### config.mk
export PLATFORM = sky130hd
export DESIGN_NAME = light_timing_planner_flat
export DESIGN_NICKNAME = d
export VERILOG_FILES = /design/src/rtl/light_timing_planner_if.sv /design/src/rtl/light_timing_planner.sv /design/src/flat_wrapper.sv
export SDC_FILE = /design/constraint.sdc
export NUM_CORES = 1
export LEC_CHECK = 0
export CAP_MARGIN = 20
export CELL_PAD_IN_SITES_DETAIL_PLACEMENT = 0
export CELL_PAD_IN_SITES_GLOBAL_PLACEMENT = 2
export CORE_MARGIN = 2
export CORE_UTILIZATION = 35
export CTS_CLUSTER_DIAMETER = 100
export DETAILED_ROUTE_END_ITERATION = 16
export PLACE_DENSITY_LB_ADDON = 0.1
export SLEW_MARGIN = 15
export SYNTH_ARGS = -nofsm -noshare
export SYNTH_HDL_FRONTEND = slang
export SYNTH_SLANG_ARGS = --single-unit
### constraint.sdc
create_clock -name clock -period 3.4 [get_ports clock]
set_input_delay 0.34 -clock clock [delete_from_list [all_inputs] [get_ports clock]]
set_output_delay 0.34 -clock clock [all_outputs]
set_load 0.05 [all_outputs]
### src/rtl/light_timing_planner_if.sv
// ============================================================================
//  Module      : light_timing_planner_if
//  Description : Signal bundle between the light timing planner and the
//                traffic light controller it feeds.
//                  lightType    - controller phase (0 red, 1 yellow,
//                                 2 green, 3 invalid)
//                  carSense     - one-cycle pulse per car at the stop line
//                  walkRaw      - raw, asynchronous pedestrian button
//                  gLength      - green length for the next green phase
//                  yLength      - yellow length (constant)
//                  rLength      - red length for the next red phase
//                  walkButton   - latched, debounced walk request
//                  queueCount   - cars queued during last non-green interval
//                  updateStrobe - one-cycle pulse when lengths are committed
//                Modport master is the planner side; slave is the
//                controller/sensor side.
//  Revision    : 1.0 - initial release
// ============================================================================
`default_nettype none

interface light_timing_planner_if #(
  parameter int LEN_W = 11
) ();
  logic [1:0]       lightType;
  logic             carSense;
  logic             walkRaw;
  logic [LEN_W-1:0] gLength;
  logic [LEN_W-1:0] yLength;
  logic [LEN_W-1:0] rLength;
  logic             walkButton;
  logic [8:0]       queueCount;
  logic             updateStrobe;

  modport master (
    input  lightType,
    input  carSense,
    input  walkRaw,
    output gLength,
    output yLength,
    output rLength,
    output walkButton,
    output queueCount,
    output updateStrobe
  );

  modport slave (
    output lightType,
    output carSense,
    output walkRaw,
    input  gLength,
    input  yLength,
    input  rLength,
    input  walkButton,
    input  queueCount,
    input  updateStrobe
  );
endinterface

`default_nettype wire

### src/rtl/light_timing_planner.sv
// ============================================================================
//  Module      : light_timing_planner
//  Description : Upstream stage of the traffic light controller. Watches the
//                controller phase for boundaries, counts cars queued during
//                red/yellow, adapts the next green length within bounds, and
//                debounces the pedestrian button into a latched request that
//                holds until the walk phase has been served.
//  Ports       : clock  - system clock, rising edge
//                reset  - asynchronous active-high reset, clears all state
//                bus    - light_timing_planner_if.master (phase in, car and
//                         button inputs, phase lengths / walk / status out)
//  Revision    : 1.0 - initial release
// ============================================================================
`default_nettype none

module light_timing_planner #(
  parameter int LEN_W     = 11,
  parameter int G_DEFAULT = 8,
  parameter int G_MIN     = 4,
  parameter int G_MAX     = 32,
  parameter int G_STEP    = 2,
  parameter int Y_LEN     = 2,
  parameter int R_DEFAULT = 8,
  parameter int R_WALK    = 12,
  parameter int HI_THRESH = 6,
  parameter int LO_THRESH = 2,
  parameter int DEBOUNCE  = 3
) (
  input  wire logic              clock,
  input  wire logic              reset,
  light_timing_planner_if.master bus
);

  localparam int DEB_W = $clog2(DEBOUNCE + 1);

  localparam logic [1:0] c_red    = 2'd0;
  localparam logic [1:0] c_yellow = 2'd1;
  localparam logic [1:0] c_green  = 2'd2;
  localparam logic [1:0] c_inval  = 2'd3;

  localparam logic [8:0]       c_cnt_max = 9'h1FF;
  localparam logic [8:0]       c_hi      = 9'(HI_THRESH);
  localparam logic [8:0]       c_lo      = 9'(LO_THRESH);
  // Green arithmetic is one bit wider than the outputs so it cannot wrap.
  localparam logic [LEN_W:0]   c_g_max   = (LEN_W+1)'(G_MAX);
  localparam logic [LEN_W:0]   c_g_min   = (LEN_W+1)'(G_MIN);
  localparam logic [LEN_W:0]   c_g_step  = (LEN_W+1)'(G_STEP);
  localparam logic [LEN_W-1:0] c_g_def   = LEN_W'(G_DEFAULT);
  localparam logic [LEN_W-1:0] c_y_len   = LEN_W'(Y_LEN);
  localparam logic [LEN_W-1:0] c_r_def   = LEN_W'(R_DEFAULT);
  localparam logic [LEN_W-1:0] c_r_walk  = LEN_W'(R_WALK);
  localparam logic [DEB_W-1:0] c_deb_max = DEB_W'(DEBOUNCE);
  localparam logic [DEB_W-1:0] c_deb_pre = DEB_W'(DEBOUNCE - 1);

  logic [1:0]       prev_type_q, prev_type_d;
  logic [8:0]       car_cnt_q,   car_cnt_d;
  logic [8:0]       queue_q,     queue_d;
  logic [LEN_W-1:0] pend_g_q,    pend_g_d;
  logic [LEN_W-1:0] g_len_q,     g_len_d;
  logic [LEN_W-1:0] r_len_q,     r_len_d;
  logic             strobe_q,    strobe_d;
  logic             sync1_q,     sync1_d;
  logic             sync2_q,     sync2_d;
  logic [DEB_W-1:0] deb_q,       deb_d;
  logic             walk_q,      walk_d;
  logic             served_q,    served_d;

  logic             w_invalid;
  logic             w_green_start;
  logic             w_yellow_start;
  logic             w_red_start;
  logic             w_deb_done;
  logic [LEN_W:0]   w_g_ext;
  logic [LEN_W:0]   w_g_up;
  logic [LEN_W:0]   w_g_dn;

  always_comb begin
    w_invalid      = (bus.lightType == c_inval);
    w_green_start  = (prev_type_q == c_red)    && (bus.lightType == c_green);
    w_yellow_start = (prev_type_q == c_green)  && (bus.lightType == c_yellow);
    w_red_start    = (prev_type_q == c_yellow) && (bus.lightType == c_red);

    // The invalid code is ignored entirely: the last valid phase is kept so
    // a glitch through 3 does not fabricate or hide a boundary.
    prev_type_d = w_invalid ? prev_type_q : bus.lightType;

    // Car counter: only cars waiting at red/yellow are queued.
    car_cnt_d = car_cnt_q;
    if (w_green_start) begin
      car_cnt_d = 9'd0;
    end else if (((bus.lightType == c_red) || (bus.lightType == c_yellow)) &&
                 bus.carSense && (car_cnt_q != c_cnt_max)) begin
      car_cnt_d = car_cnt_q + 9'd1;
    end

    // Next-green computation from the queue snapshot at green entry.
    w_g_ext  = {1'b0, g_len_q};
    w_g_up   = w_g_ext + c_g_step;
    w_g_dn   = w_g_ext - c_g_step;
    queue_d  = queue_q;
    pend_g_d = pend_g_q;
    if (w_green_start) begin
      queue_d = car_cnt_q;
      if (car_cnt_q >= c_hi) begin
        pend_g_d = (w_g_up > c_g_max) ? c_g_max[LEN_W-1:0] : w_g_up[LEN_W-1:0];
      end else if (car_cnt_q <= c_lo) begin
        // Compare before subtracting so a small gLength never underflows.
        pend_g_d = (w_g_ext <= (c_g_min + c_g_step)) ? c_g_min[LEN_W-1:0]
                                                     : w_g_dn[LEN_W-1:0];
      end else begin
        pend_g_d = g_len_q;
      end
    end

    // Commit one phase later, at yellow entry, so lengths never change while
    // the controller is timing the phase that uses them.
    g_len_d  = g_len_q;
    r_len_d  = r_len_q;
    strobe_d = w_yellow_start;
    if (w_yellow_start) begin
      g_len_d = pend_g_q;
      r_len_d = walk_q ? c_r_walk : c_r_def;
    end

    // Walk request path.
    sync1_d    = bus.walkRaw;
    sync2_d    = sync1_q;
    deb_d      = deb_q;
    walk_d     = walk_q;
    served_d   = served_q;
    w_deb_done = 1'b0;
    if (!w_invalid) begin
      if (sync2_q) begin
        // Saturating counter: a held button latches only once.
        deb_d = (deb_q == c_deb_max) ? deb_q : deb_q + DEB_W'(1);
      end else begin
        deb_d = '0;
      end
      w_deb_done = sync2_q && (deb_q == c_deb_pre);

      // A request is cleared only after it has seen a whole red phase, so a
      // press that lands during red is carried to the following red.
      if (w_red_start) begin
        served_d = walk_q;
      end
      if (w_green_start) begin
        if (served_q) begin
          walk_d = 1'b0;
        end
        served_d = 1'b0;
      end
      // A fresh press beats a simultaneous clear.
      if (w_deb_done) begin
        walk_d = 1'b1;
      end
    end
  end

  always_ff @(posedge clock or posedge reset) begin
    if (reset) begin
      prev_type_q <= c_red;
      car_cnt_q   <= 9'd0;
      queue_q     <= 9'd0;
      pend_g_q    <= c_g_def;
      g_len_q     <= c_g_def;
      r_len_q     <= c_r_def;
      strobe_q    <= 1'b0;
      sync1_q     <= 1'b0;
      sync2_q     <= 1'b0;
      deb_q       <= '0;
      walk_q      <= 1'b0;
      served_q    <= 1'b0;
    end else begin
      prev_type_q <= prev_type_d;
      car_cnt_q   <= car_cnt_d;
      queue_q     <= queue_d;
      pend_g_q    <= pend_g_d;
      g_len_q     <= g_len_d;
      r_len_q     <= r_len_d;
      strobe_q    <= strobe_d;
      sync1_q     <= sync1_d;
      sync2_q     <= sync2_d;
      deb_q       <= deb_d;
      walk_q      <= walk_d;
      served_q    <= served_d;
    end
  end

  assign bus.gLength      = g_len_q;
  assign bus.yLength      = c_y_len;
  assign bus.rLength      = r_len_q;
  assign bus.walkButton   = walk_q;
  assign bus.queueCount   = queue_q;
  assign bus.updateStrobe = strobe_q;

endmodule

`default_nettype wire

### src/flat_wrapper.sv
// flat-port wrapper written by rule: the top's interface ports become plain ports
module light_timing_planner_flat 
#(
  parameter int LEN_W     = 11,
  parameter int G_DEFAULT = 8,
  parameter int G_MIN     = 4,
  parameter int G_MAX     = 32,
  parameter int G_STEP    = 2,
  parameter int Y_LEN     = 2,
  parameter int R_DEFAULT = 8,
  parameter int R_WALK    = 12,
  parameter int HI_THRESH = 6,
  parameter int LO_THRESH = 2,
  parameter int DEBOUNCE  = 3
)
  (clock, reset, bus_lightType, bus_carSense, bus_walkRaw, bus_gLength, bus_yLength, bus_rLength, bus_walkButton, bus_queueCount, bus_updateStrobe);
  light_timing_planner_if #(.LEN_W(LEN_W)) bus_i ();
  input  wire logic clock;
  input  wire logic reset;
  input wire logic [$bits(bus_i.lightType)-1:0] bus_lightType;
  input wire logic [$bits(bus_i.carSense)-1:0] bus_carSense;
  input wire logic [$bits(bus_i.walkRaw)-1:0] bus_walkRaw;
  output wire logic [$bits(bus_i.gLength)-1:0] bus_gLength;
  output wire logic [$bits(bus_i.yLength)-1:0] bus_yLength;
  output wire logic [$bits(bus_i.rLength)-1:0] bus_rLength;
  output wire logic [$bits(bus_i.walkButton)-1:0] bus_walkButton;
  output wire logic [$bits(bus_i.queueCount)-1:0] bus_queueCount;
  output wire logic [$bits(bus_i.updateStrobe)-1:0] bus_updateStrobe;
  assign bus_i.lightType = bus_lightType;
  assign bus_i.carSense = bus_carSense;
  assign bus_i.walkRaw = bus_walkRaw;
  assign bus_gLength = bus_i.gLength;
  assign bus_yLength = bus_i.yLength;
  assign bus_rLength = bus_i.rLength;
  assign bus_walkButton = bus_i.walkButton;
  assign bus_queueCount = bus_i.queueCount;
  assign bus_updateStrobe = bus_i.updateStrobe;
  light_timing_planner #(.LEN_W(LEN_W), .G_DEFAULT(G_DEFAULT), .G_MIN(G_MIN), .G_MAX(G_MAX), .G_STEP(G_STEP), .Y_LEN(Y_LEN), .R_DEFAULT(R_DEFAULT), .R_WALK(R_WALK), .HI_THRESH(HI_THRESH), .LO_THRESH(LO_THRESH), .DEBOUNCE(DEBOUNCE)) u_core (.clock(clock), .reset(reset), .bus(bus_i));
endmodule
# ---- Word level (Yosys, flattened, before mapping)
# Index checks and enable logic that the tools add are counted.
dict set report classes {
  add_sub_neg 4
  n_mul 0
  div_mod_pow 0
  magnitude_cmp 4
  n_eq_ne 9
  shifts 0
  muxes 14
  bitwise_logic 1
  reduce_logical 16
}
# op count
set op_table {}
lappend op_table {{$mux W11} 4}
lappend op_table {{$mux W9} 2}
lappend op_table {{$add A11 B2 Y12 const B} 1}
lappend op_table {{$gt A12 B6 Y1 const B} 1}
lappend op_table {{$le A11 B3 Y1 const B} 1}
lappend op_table {{$sub A11 B2 Y11 const B} 1}
lappend op_table {{$eq A2 B2 Y1 const B} 5}
lappend op_table {{$add A9 B1 Y9 const B} 1}
lappend op_table {{$ge A9 B3 Y1 const B} 1}
lappend op_table {{$le A9 B2 Y1 const B} 1}
lappend op_table {{$ne A9 B9 Y1 const B} 1}
lappend op_table {{$reduce_bool A2 Y1} 4}
lappend op_table {{$logic_and A1 B1 Y1} 6}
lappend op_table {{$mux W1} 5}
lappend op_table {{$eq A2 B1 Y1 const B} 2}
lappend op_table {{$logic_not A2 Y1} 2}
lappend op_table {{$mux W2} 2}
lappend op_table {{$reduce_and A2 Y1} 2}
lappend op_table {{$mux W3} 1}
lappend op_table {{$reduce_and A3 Y1} 1}
lappend op_table {{$add A2 B1 Y2 const B} 1}
lappend op_table {{$ne A2 B2 Y1 const B} 1}
lappend op_table {{$logic_or A1 B1 Y1} 1}
lappend op_table {{$not A1 Y1} 1}
dict set report word_totals {
  reg_bits 60
  latch_bits 0
  ram_bits 0
  romBits 0
  inputBits 6
  elab_cells 60
  n_memories 0
}

# ---- Depth between registers and ports, before layout
dict set report depth {
  word_depth 6
  depth_mapped 9
  mapped_depth_nobuf 8
}

# ---- Worst setup path before layout
# OpenSTA, ideal clock, no wires.
dict set report synth_timing {
  kind {register to register}
  startpoint {reg u_core.g_len_q[2], in the netlist u_core.bus.gLength[2]}
  endpoint {reg u_core.pend_g_q[3]}
  setup_time_ns 0.072
  arrival_ns 2.387
  path_slack_ns 0.940
  stages_incl_launch_ff 8
  path_buffers 0
  period_less_slack_ns 2.460
  cell_sequence {dfrtp_1 ha_1 and4_1 and4_1 o211ai_1 a211oi_1 a311oi_1 o21ai_1}
}
dict set report synth_via {
  elab_chain_len 4
}
# item line_no
set synth_rtl {}
lappend synth_rtl {{start: declaration} light_timing_planner.sv:59} ;# logic [LEN_W-1:0] g_len_q, g_len_d;
lappend synth_rtl {{start signal: assignment} light_timing_planner.sv:165} ;# g_len_q <= c_g_def;
lappend synth_rtl {{start signal: assignment} light_timing_planner.sv:178} ;# g_len_q <= g_len_d;
lappend synth_rtl {{$add A11 B2 Y12 (tied with other cells)} light_timing_planner.sv:98} ;# w_g_up = w_g_ext + c_g_step;
lappend synth_rtl {{$gt A12 B6 Y1 or $mux W11 (tied branches)} {light_timing_planner.sv:105, light_timing_planner.sv:108}}
lappend synth_rtl {{$mux W11 (on tied branches)} {light_timing_planner.sv:105, light_timing_planner.sv:106}}
lappend synth_rtl {{$mux W11 (*)} light_timing_planner.sv:104} ;# if (car_cnt_q >= c_hi) begin
lappend synth_rtl {{end signal: assignment} light_timing_planner.sv:164} ;# pend_g_q <= c_g_def;
lappend synth_rtl {{end signal: assignment} light_timing_planner.sv:177} ;# pend_g_q <= pend_g_d;
lappend synth_rtl {{end: declaration} light_timing_planner.sv:58} ;# logic [LEN_W-1:0] pend_g_q, pend_g_d;
# Mark *: on every way between the ends. The rest lies on a longest branch, timed or not.
# A chain may end at the register's enable or synchronous reset.

# ---- Worst setup path after layout
dict set report layout_timing {
  startpoint {reg u_core.g_len_q[5], in the netlist u_core.bus.gLength[5]}
  endpoint {reg u_core.pend_g_q[4]}
}
dict set report layout_via {
  elab_chain_len 4
}
# item line_no
set layout_rtl {}
lappend layout_rtl {{$add A11 B2 Y12 or $le A11 B3 Y1 (tied branches)} {light_timing_planner.sv:98, light_timing_planner.sv:108}}
lappend layout_rtl {{$gt A12 B6 Y1 or $mux W11 (tied branches)} {light_timing_planner.sv:105, light_timing_planner.sv:108}}
lappend layout_rtl {{$mux W11 (on tied branches)} {light_timing_planner.sv:105, light_timing_planner.sv:106}}
lappend layout_rtl {{$mux W11 (*)} light_timing_planner.sv:104}
# Marks and branches as above.

==> results.md <==
- Run status: finished, final reports clean
- Required time at the endpoint of the critical path: 3.58 ns
- Peak Freq: 0.400 GHz
- Worst hold path cell count: 0
- Worst setup EP type: flop
- Max Buffers Root-to-Sink: 2
- Detailed placer's ending HPWL: 4100 µm
- Kind of start point of the critical path: flop
- Num CTS Buffers: 5
- CTS clk-pin slew, worst paths: 0.09 ns
- Part of the cycle the worst path needs: 0.736
- DR DRC count: 0
- Cell area after synthesis: 2770 µm²
- Number of buffers inserted by port buffering: 28
- Start point of the worst hold path: u_core.sync1_q
- Setup slack of the most critical reg-to-reg path: 0.90 ns
- Quantity of gates resized following cts: 0
- # rows: 32
- Synthesized area per cell: 9.55 µm²
- Asr flop ratio synth: 1.00
- Antenna fix cells: 0
- Headroom to the max-slew limit: 0.627
- Net total in the final layout: 329
- Smallest setup slack after layout: 0.898 ns
- Wire length per cell after detailed routing: 13.7 µm
- CTS Root Cell: clkbuf_8
- Synthesis-stage register bit count: 50
- Distinct cells, synth: 51
- Sequential cell area fraction in the yosys report: 0.453
- Number of failing hold endpoints at the final stage: 0
- Initial DRT Pass Iterations: 4
- Final number of setup-violating endpoints: 0
- Vias in the first global route: 1,989
- Sum of overflow across all layers after global routing: 0
- Final Routed Wirelength: 5760 µm
- Area delta synth->final: 14.5%
- Latest clock arrival within the worst-skew pair: 0.30 ns
- Sinks on the clock net: 50
- Die height: 93.0 µm
- Number of enable flip-flop cells after synthesis: 0
- Most frequent cells in the layout: 53 x nand2_1, 48 x dfrtp_1, 28 x clkdlybuf4s50_1, 21 x conb_1, 19 x nor2_1
- Synthesized instance count: 290
- Most used flip-flop cell after synthesis: dfrtp_1
- Shortest clock period the worst path allows after layout: 2.50 ns
- Area of the die: 8640 µm²
- Fraction of final layout cells with drive strength greater than 1: 0.129
- Worst Hold Slack: 0.356 ns
- Wire length of the first global-routing pass: 10,000 µm
- Largest net degree at the start of global routing: 27
- Initial core utilization: 0.360
- FF-to-FF End: u_core.pend_g_q[4]
- CP arrival: 2.68 ns
- Number of setup buffers added after CTS: 0
- Yosys warning total: 0
- Clk_skew: 0.0100 ns
- Pin slew with the least headroom to its limit: 0.559 ns
- Hold-fix buffer count after cts: 0
- Type of the worst setup path: reg2reg
- Worst min-delay path endpoint: u_core.sync2_q
- Unrepaired setup endpoints after global routing: no
- Horizontal extent of the die: 93.0 µm
- Type of the tightest min-delay check: reg2reg
- MaxCap Viol Count: 0
- Count of vias placed by the detailed router: 2,011
- Antenna violations before repair: 0
- Fin. max-slew vios: 0
- Launch point of the worst reg-to-reg path: u_core.bus.gLength[5]
- Maximum fanout along the worst path: 11
- Most common library cell in the layout ignoring fill and taps: nand2_1
- First DRT Iteration DRCs: 86
- Largest vdd supply drop: 0.267 mV
- Power density over cell area: 717 nW/µm²
- GRT Resource Usage Total: 0.146
- Boundary Pins: 50
- Detail Route Antenna Nets: 0
- Std-Cell Core Area: 7690 µm²
- Cell depth of the worst flop-to-flop path: 6
- TritonCTS clock tree: done
- Final sum of negative setup slack: 0 ns
- Routability cong.: 0.750
- Maximum level of the CTS H-tree: 2
- Via count normalized by instance count: 4.80
- Leak Pwr: 1.41 nW
- DP Worst Slack: 0.877 ns
## worst max-delay path, cell delays in order (launching register included)
cell      delay [ns]
dfrtp_1         0.52
or4_1           0.63
a211o_1         0.31
o211ai_2        0.46
nor2b_1         0.10
a311oi_1        0.27
o21ai_1         0.10
## through the flow
stage | area, µm² | power (mW) | util | cells
after CTS | 3170 | 2.30 | 0.413 | 419
after global placement | 3080 | 1.95 | 0.401 | 411
after detailed placement | 3080 | 1.94 | 0.401 | 411
after floorplan | 2840 | 1.67 | - | 309
final | 3170 | 2.27 | 0.413 | 419
after global routing | 3170 | 2.44 | 0.413 | 419
## final cells by class
class | instances | area, µm²
inverters | 10 | 37.5
repair buffers | 33 | 318
clock buffers | 7 | 86.3
multi-input cells | 216 | 1350
flip-flops and latches | 50 | 1250
well taps | 102 | 128
clock inverters | 1 | 5.00
fillers | 796 | 4510
## cells in the mapped netlist, types with 2 or more instances
cell,number,share of area
inv_1,10,0.014
mux2_2,9,0.037
nand2_1,53,0.072
dfstp_2,2,0.019
and4_1,3,0.0095
nand3_1,3,0.0054
buf_4,24,0.065
a311oi_1,4,0.013
nand3b_1,2,0.0054
xnor2_1,6,0.019
o211ai_1,3,0.0081
o21ai_0,14,0.025
ha_1,7,0.032
xor2_1,5,0.016
nor4_2,2,0.0090
dfrtp_1,48,0.43
or3_1,3,0.0068
or2_2,2,0.0045
or4_1,6,0.016
nor2_1,19,0.026
o21ai_1,9,0.016
clkbuf_1,8,0.011
nand2b_1,2,0.0045
conb_1,2,0.0027
nand4_1,4,0.0090
a21oi_1,10,0.018
a211oi_1,3,0.0081
nor3_1,4,0.0072
## flip-flops by register name (all words and copies together) (netlist names)
register                 count
u_core.bus.gLength          11
u_core.pend_g_q             11
u_core.bus.queueCount        9
u_core.car_cnt_q             9
u_core.deb_q                 2
u_core.prev_type_q           2
u_core.bus.rLength           1
u_core.bus.updateStrobe      1
u_core.bus.walkButton        1
u_core.served_q              1
u_core.sync1_q               1
u_core.sync2_q               1
## worst max path at each step
stage	slack, ns	to	start
6_report	0.90	u_core.pend_g_q[4]	u_core.bus.gLength[5]
5_1_grt	0.71	u_core.pend_g_q[4]	u_core.bus.gLength[5]
4_1_cts	0.87	u_core.pend_g_q[4]	u_core.bus.gLength[5]
3_5_place_dp	0.88	u_core.pend_g_q[4]	u_core.bus.gLength[5]
3_3_place_gp	0.92	u_core.pend_g_q[4]	u_core.bus.gLength[5]
2_1_floorplan	0.94	u_core.pend_g_q[3]	u_core.bus.gLength[2]
## power by group
group | switching [mW] | leakage (nW) | internal [mW] | total [mW]
logic | 0.627 | 0.718 | 0.374 | 1.00
registers | 0.181 | 0.647 | 0.734 | 0.915
clock network | 0.192 | 0.0482 | 0.165 | 0.357
## kinds of logic (layout without fill, tap and decap cells)
kind of cell | after synthesis | after routing | synth area share
buffers and inverters | 43 | 51 | 0.0912
XOR/XNOR | 11 | 11 | 0.0348
AO/OA/AOI/OAI | 53 | 53 | 0.128
other | 2 | 21 | 0.00271
flip-flops | 50 | 50 | 0.453
AND/OR/NAND/NOR | 114 | 114 | 0.219
multiplexers | 10 | 10 | 0.0402
adder cells (fa/ha/maj) | 7 | 7 | 0.0316
## routing by layer
metal,GRT usage,vias up,share of wire
met2,0.236,35,0.47
met1,0.197,958,0.48
met3,0.0293,8,0.031
met5,0,-,0
li1,-,1010,-
met4,0.0453,0,0.016
No activity file was read; power rests on OpenSTA's default activity.
